===== src/rtl/systolic_ctrl.sv =====
// -----------------------------------------------------------------------------
// systolic_ctrl
//
// Controller for a 4x4 output-stationary systolic multiply array. It takes one
// pair of 4x4 8-bit matrices (A, B) and runs the array through five phases:
//   1. clear the array accumulators;
//   2. stream both matrices in skewed form over seven cycles;
//   3. wait FLUSH_CYCLES cycles for the last partial products to settle;
//   4. register the 16-bit accumulators as the product C = A*B;
//   5. hold C until the consumer takes it.
// Arithmetic is unsigned 8x8 with 16-bit accumulation inside the array.
// Overflow wraps and is not flagged.
//
// Optional feature:
//   `define SYSTOLIC_CTRL_PERF_CNT_EN adds a 16-bit output o_opCount. It counts
//   completed result handshakes and wraps from 0xFFFF to 0.
//
// Parameters:
//   FLUSH_CYCLES  idle cycles after the last feed before sampling i_c (4..15)
//
// Ports:
//   i_clk      clock, rising edge
//   i_arst     asynchronous reset, active low
//   i_valid    operand pair offered
//   o_ready    operand pair can be accepted (IDLE only)
//   i_a        matrix A, element [row][k]
//   i_b        matrix B, element [k][col]
//   o_peClr    one-cycle clear pulse to the array accumulators
//   o_row      skewed A feed; [i][0] drives array row i now, [i][k] is the
//              value row i will carry k cycles later
//   o_col      skewed B feed, same look-ahead layout as o_row
//   i_c        array accumulator outputs
//   o_c        registered product
//   o_cValid   o_c holds a completed product
//   i_cReady   consumer accepts o_c
//   o_opCount  (optional) completed-operation counter
// -----------------------------------------------------------------------------
module systolic_ctrl #(
    parameter int unsigned FLUSH_CYCLES = 4
) (
    input  logic                    i_clk,
    input  logic                    i_arst,
    input  logic                    i_valid,
    output logic                    o_ready,
    input  logic [3:0][3:0][7:0]    i_a,
    input  logic [3:0][3:0][7:0]    i_b,
    output logic                    o_peClr,
    output logic [3:0][6:0][7:0]    o_row,
    output logic [3:0][6:0][7:0]    o_col,
    input  logic [3:0][3:0][15:0]   i_c,
    output logic [3:0][3:0][15:0]   o_c,
    output logic                    o_cValid,
    input  logic                    i_cReady
`ifdef SYSTOLIC_CTRL_PERF_CNT_EN
    ,
    output logic [15:0]             o_opCount
`endif
);

    typedef enum logic [2:0] {
        IDLE,
        CLEAR,
        FEED,
        FLUSH,
        DONE
    } state_t;

    // A skewed feed of a 4-wide matrix into a 4x4 array takes 4+4-1 slots.
    localparam logic [2:0] FEED_LAST  = 3'd6;
    localparam logic [3:0] FLUSH_LAST = 4'(FLUSH_CYCLES - 1);

    state_t                   state_q, state_d;
    logic [3:0][3:0][7:0]     a_q, a_d;
    logic [3:0][3:0][7:0]     b_q, b_d;
    logic [2:0]               t_q, t_d;
    logic [3:0]               flush_q, flush_d;
    logic [3:0][3:0][15:0]    c_q, c_d;

    // Value on array row `row` in feed slot `slot`. Row i is delayed by i
    // slots, so slot t carries A[row][t-row]. Slots outside the seven feed
    // slots and out-of-range k positions carry zero. The zeros keep the
    // accumulators from picking up stray products.
    function automatic logic [7:0] feed_a(input logic [3:0][3:0][7:0] m,
                                          input int slot, input int row);
        logic [7:0] val;
        val = '0;
        if (slot <= 6 && slot >= row && slot - row <= 3) begin
            val = m[2'(row)][2'(slot - row)];
        end
        return val;
    endfunction

    // Column counterpart of feed_a. Column j carries B[t-j][j].
    function automatic logic [7:0] feed_b(input logic [3:0][3:0][7:0] m,
                                          input int slot, input int col);
        logic [7:0] val;
        val = '0;
        if (slot <= 6 && slot >= col && slot - col <= 3) begin
            val = m[2'(slot - col)][2'(col)];
        end
        return val;
    endfunction

    // Next-state logic. Operands are captured only on the IDLE accept.
    // The product register only loads on the last flush cycle, so o_c stays
    // put for the whole of DONE however long the consumer stalls.
    always_comb begin
        state_d = state_q;
        a_d     = a_q;
        b_d     = b_q;
        t_d     = t_q;
        flush_d = flush_q;
        c_d     = c_q;
        case (state_q)
            IDLE: begin
                if (i_valid) begin
                    a_d     = i_a;
                    b_d     = i_b;
                    state_d = CLEAR;
                end
            end
            CLEAR: begin
                t_d     = '0;
                state_d = FEED;
            end
            FEED: begin
                if (t_q == FEED_LAST) begin
                    t_d     = '0;
                    flush_d = '0;
                    state_d = FLUSH;
                end else begin
                    t_d = t_q + 3'd1;
                end
            end
            FLUSH: begin
                if (flush_q == FLUSH_LAST) begin
                    flush_d = '0;
                    c_d     = i_c;
                    state_d = DONE;
                end else begin
                    flush_d = flush_q + 4'd1;
                end
            end
            DONE: begin
                if (i_cReady) begin
                    state_d = IDLE;
                end
            end
            default: begin
                state_d = IDLE;
            end
        endcase
    end

    always_ff @(posedge i_clk or negedge i_arst) begin
        if (!i_arst) begin
            state_q <= IDLE;
            a_q     <= '0;
            b_q     <= '0;
            t_q     <= '0;
            flush_q <= '0;
            c_q     <= '0;
        end else begin
            state_q <= state_d;
            a_q     <= a_d;
            b_q     <= b_d;
            t_q     <= t_d;
            flush_q <= flush_d;
            c_q     <= c_d;
        end
    end

    // Feed outputs are decoded from registered state only. Reset therefore
    // zeroes them at once, without waiting for a clock edge. Look-ahead
    // element k shows feed slot t+k. It reads zero once t+k runs past the
    // last feed slot.
    always_comb begin
        o_row = '0;
        o_col = '0;
        if (state_q == FEED) begin
            for (int i = 0; i < 4; i++) begin
                for (int k = 0; k < 7; k++) begin
                    o_row[i][k] = feed_a(a_q, int'(t_q) + k, i);
                    o_col[i][k] = feed_b(b_q, int'(t_q) + k, i);
                end
            end
        end
    end

    assign o_ready  = (state_q == IDLE);
    assign o_peClr  = (state_q == CLEAR);
    assign o_cValid = (state_q == DONE);
    assign o_c      = c_q;

`ifdef SYSTOLIC_CTRL_PERF_CNT_EN
    logic [15:0] op_count_q, op_count_d;

    // Count result handshakes. The 16-bit add wraps naturally.
    always_comb begin
        op_count_d = op_count_q;
        if (state_q == DONE && i_cReady) begin
            op_count_d = op_count_q + 16'd1;
        end
    end

    always_ff @(posedge i_clk or negedge i_arst) begin
        if (!i_arst) begin
            op_count_q <= '0;
        end else begin
            op_count_q <= op_count_d;
        end
    end

    assign o_opCount = op_count_q;
`endif

endmodule

===== config.mk =====
export PLATFORM = sky130hd
export DESIGN_NAME = systolic_ctrl
export DESIGN_NICKNAME = d
export VERILOG_FILES = /design/src/rtl/systolic_ctrl.sv
export SDC_FILE = /design/constraint.sdc
export NUM_CORES = 1
export LEC_CHECK = 0
export BUFFER_PORTS_ARGS = -buffer_cell sky130_fd_sc_hd__clkbuf_2
export CAP_MARGIN = 5
export CORE_AREA = 2 2 481 483
export CTS_BUF_LIST = sky130_fd_sc_hd__clkbuf_4
export CTS_CLUSTER_DIAMETER = 80
export DETAILED_ROUTE_END_ITERATION = 6
export DIE_AREA = 0 0 483 485
export GPL_TIMING_DRIVEN = 0
export PLACE_DENSITY = 0.3
export SETUP_SLACK_MARGIN = 0.4
export SLEW_MARGIN = 20
export SYNTH_ARGS = -nofsm -noshare
export SYNTH_HDL_FRONTEND = slang
export SYNTH_SLANG_ARGS = --single-unit

===== constraint.sdc =====
create_clock -name i_clk -period 4.6 [get_ports i_clk]
set_clock_uncertainty 0.2 [all_clocks]
set_input_delay 0.23 -clock i_clk [delete_from_list [all_inputs] [get_ports i_clk]]
set_output_delay 0.23 -clock i_clk [all_outputs]
set_load 0.03 [all_outputs]

# Yosys cells after proc, flatten, opt, wreduce, memory -nomap -nowiden
# Cells that the tools add are included.
# classes
n_reduce_logical	63
bitwise_logic	0
n_lt_le_gt_ge	91
n_div	0
n_shift	0
n_addsub	29
n_mux	194
mul	0
n_eq_ne	10
# op_table
op	n
2-to-1 mux 8 bit	126
binary-select mux 32 bit (select 2 bit)	14
less-or-equal comparator 32 x 3 -> 1 bit, second input constant	27
binary-select mux 8 bit (select 2 bit)	28
2-to-1 mux 224 bit	2
2-to-1 mux 16 bit	14
greater-or-equal comparator 32 x 1 -> 1 bit, second input constant	6
greater-or-equal comparator 32 x 2 -> 1 bit, second input constant	6
greater-or-equal comparator 32 x 3 -> 1 bit, second input constant	6
subtractor 32 x 2 -> 32 bit, second input constant	6
subtractor 32 x 3 -> 32 bit, second input constant	6
less-than comparator 2 x 4 -> 1 bit, second input constant	28
logical AND 1 bit	56
subtractor 4 x 2 -> 5 bit, second input constant	6
greater-or-equal comparator 4 x 2 -> 1 bit, second input constant	6
less-or-equal comparator 4 x 3 -> 1 bit, second input constant	6
2-to-1 mux 3 bit	5
one-hot mux 3 bit (5 select lines)	1
adder 3 x 3 -> 4 bit, second input constant	3
adder 3 x 2 -> 4 bit, second input constant	2
2-to-1 mux 4 bit	2
one-hot mux 4 bit (2 select lines)	1
subtractor 3 x 2 -> 4 bit, second input constant	2
== test 3 x 2 -> 1 bit, second input constant	2
other kinds (18)	26
# word_totals
elab_cells	430
out_inout_bits	707
ramBits	0
mem_bits_ro	0
reg_bits	458
input_bits	516
latch_bits	0
memories	0

# Longest topological paths before layout
# logic_depth
ltp_word	7
ltp_mapped	19
ltp_nobuf	11

# Worst setup path before layout
# OpenSTA, ideal clock, no wires.
# synth_path
kind	register to output
start	register t_q[1]
end	output o_col[82] (netlist bit)
setup_slack_ps	-897
path_stages_with_launch	15
arrival_time_ps	5067
cell_sequence	dfrtp_1 -> buf_2 -> buf_2 -> clkbuf_1 -> inv_1 -> ha_1 -> ha_1 -> a211oi_2 -> clkbuf_1 -> nand2_1 -> ha_1 -> xnor2_1 -> a21oi_1 -> a311o_1 -> a2111oi_0
# synth_lines
item	line_no	text
from (decl)	75	logic [2:0] t_q, t_d;
from (signal assigned)	167	t_q <= t_d;
to (decl)	49	output logic [3:0][6:0][7:0] o_col,

==> impl_metrics.ini <==
[outcome]
status = finished with violations
violations = negative setup slack

[layout]
area_growth_pct = 118.9
n_fill_cell = 25250
drive_above_1_share = 0.5579
final_cell_mix = dlygate4sd3_1 (874), clkbuf_2 (703), dfrtp_1 (391), mux2_2 (385), buf_4 (320)
multi_input_area_um2 = 12580
final_common_cell = dlygate4sd3_1
final-seq-area_um2 = 9863
final_core_util = 0.2089
nets = 4606

[cts]
cts_tree = built
clk_pin_slew_worst_paths_ps = 60
cts-root-buf = clkbuf_4
cts_buffer_depth = 3
clkLatencyLatePin_ps = 1070
htree_levels = 4
clock_sinks = 394
numCtsBuffers = 138

[floorplan]
start_util = 0.09545
rows = 176
die_y_um = 485
die_x_um = 483
pin_count = 1223
core_area_um2 = 229000
dieArea_um2 = 234300

[global_route]
antenna_found_initial = 57
grt.busiest_layer = met2
grt_pass1_vias = 25070
met2_usage = 0.2430
met1_usage = 0.1359
grt_max_degree = 76
met3_usage = 0.03778
grt_pass1_wl_um = 211300
gr-total-overflow = 0
globalRouteTotalUtil = 0.1313

[synth]
synthCells = 1777
synthArstFlopShare = 1.000
ys_ff_latch = 394
synth_edf_count = 0
avgSynthCellArea_um2 = 12.30
syn_area_um2 = 21860
synth_ff_type = dfrtp_1
synth_cell_type_count = 62
yosysWarnings = 0
synth_sequential_area_ratio = 0.4510

[setup_path]
crit_buf_inv = 17
path_class = reg2out
worstPathArrival_ps = 4910
start_kind = flip-flop
cp_common_cell = buf_6
cp-end-kind = output pin
cp_top_family = buffers and inverters
path_cells = buf_6, buf_6, buf_6, buf_12, buf_6, buf_6, buf_6, buf_6, buf_6, buf_6, buf_6, buf_6, buf_6, nand2_4, ha_4, inv_4, ha_4, xnor2_2, a21oi_2, or4b_4, clkbuf_16, clkbuf_16, nor2_4, clkbuf_16
cp_slowest_stage_delay_ps = 570
crit_required_ps = 4170
cp_slowest_cell = or4b_4
critPathMaxFanout = 5

[routing]
first_iter_violations = 650
vias_per_cell = 3.256
wl_um = 156900
vias = 23460
dr.pass1.iters = 5
wl_per_cell_um = 21.78
drc = 0
ant_nets = 0

[sta]
setup_viol = 79
rsz0062_at_grt = true
drv_slew = 0
max_clock_freq_mhz = 187.2
finalWorstSetupSlack_ps = -743.1
min_period_ps = 5343
fin_hold_ws_ps = 244.4
relSlewSlack = 0.2084
hold_violations = 0
finalCritPeriodShare = 1.162
tightest_slew_ps = 1187

[power]
pwr_density_cell_nw_per_um2 = 810.1
cellLeakagePower_uw = 0.02110
power_uw = 38770
irDropWorstVdd_mv = 0.4677

[place]
place_ws_ps = -1752
gp_congestion = 0.7835
io_buffers = 854
dp_hpwl_um = 122500

[run]
maxCapViolations = 0

[min_path]
hp-class = in2reg
==> per-layer routing <==
layer | part of all wire | routed length, um | up-vias
li1 | - | - | 10560
met2 | 0.52 | 82050 | 1053
met4 | 0.049 | 7747 | 44
met3 | 0.063 | 9833 | 312
met1 | 0.36 | 57030 | 11490
met5 | 0.0018 | 288 | -
==> cell usage after synthesis (6+ instances only) <==
library cell	number	area, um^2
a2111oi_0	6	52.55
a2111oi_2	10	150.1
a211oi_1	13	97.59
a21oi_1	19	95.09
and2_1	31	193.9
and3_1	60	375.4
buf_2	64	320.3
buf_4	242	1817
clkbuf_1	47	176.4
dfrtp_1	394	9859
ha_1	31	387.9
inv_1	19	71.32
mux2_2	401	4516
mux2i_1	55	550.5
mux4_2	63	1419
nand2_1	66	247.7
nand2b_1	8	50.05
nand3_1	14	70.07
nor2_1	71	266.5
nor2b_1	31	193.9
nor3_1	27	135.1
o211ai_1	18	135.1
o21ai_0	22	110.1
==> stage by stage <==
step	cells	area [um^2]	TNS, ps
final	7205	47850	-30650
after global routing	7196	47830	-55110
after floorplan	2017	23160	0
after detailed placement	5916	31610	-120460
after global placement	5897	31220	-3307310
after CTS	7157	46750	-61190
==> power breakdown <==
group / leakage [uW] / internal (uW) / switching (uW)
logic: 0.0155 / 12000 / 16100
registers: 0.00462 / 5250 / 1450
clock network: 0.00100 / 1990 / 2010
total: 0.0211 / 19200 / 19600
==> path summary, 6_finish.rpt <==
| check | from | endpoint | slack, ps | cells past startpoint |
|---|---|---|---|---|
| setup / recovery | t_q[0]$_DFFE_PN0P_ | o_col[71] | -740 | 24 |
| hold / removal | i_a[48] | a_q[48]$_DFFE_PN0P_ | 240 | 4 |
| setup reg to reg | state_q[2]$_DFFE_PN0P_ | o_c[172]$_DFFE_PN0P_ | 870 | 7 |
| hold reg to reg | o_c[99]$_DFFE_PN0P_ | o_c[99]$_DFFE_PN0P_ | 300 | 1 |
| max in group asynchronous | i_arst | a_q[14]$_DFFE_PN0P_ | 1720 | 9 |
| min in group asynchronous | i_arst | o_c[229]$_DFFE_PN0P_ | 510 | 5 |
==> logic make-up after synthesis <==
family | Yosys count | share of synthesized area
multiplexers | 519 | 0.2967
flip-flops | 394 | 0.4510
buffers and inverters | 378 | 0.1108
AND/OR/NAND/NOR | 325 | 0.07687
AO/OA/AOI/OAI | 121 | 0.04373
adder cells (fa/ha/maj) | 31 | 0.01774
XOR/XNOR | 7 | 0.002805
other | 2 | 0.0003436
==> timing repair <==
item | in CTS | in global routing
endpoints found under the setup margin | 208 | 194
hold buffers | 875 | 0
buffers inserted | 127 | 20
cloned | 7 | 0
pin swaps | 83 | 59
hold endpoints to repair | 706 | 0
resized for setup | 748 | 310
==> final cells by class <==
cell class	instances	share of cell area
Timing Repair Buffer	1902	0.3477
Multi-Input combinational cell	1245	0.2629
Tap cell	3026	0.07912
Inverter	20	0.002327
Sequential cell	394	0.2061
Antenna cell	28	0.001464
Clock inverter	42	0.005412
Clock buffer	190	0.02981
Buffer	358	0.06521
==> registers in the layout, indices dropped and copies added (netlist names) <==
| name | cells |
|---|---|
| a_q | 64 |
| b_q | 64 |
| flush_q | 4 |
| o_c | 256 |
| state_q | 3 |
| t_q | 3 |
==> worst reg2reg max path, delay by kind of cell, from the launching register on <==
family / cells / cell delay, ps
AND/OR/NAND/NOR: 2 / 630
multiplexers: 1 / 390
flip-flops: 1 / 490
buffers and inverters: 4 / 1920
Note: power is estimated with default switching activity, not from simulation.
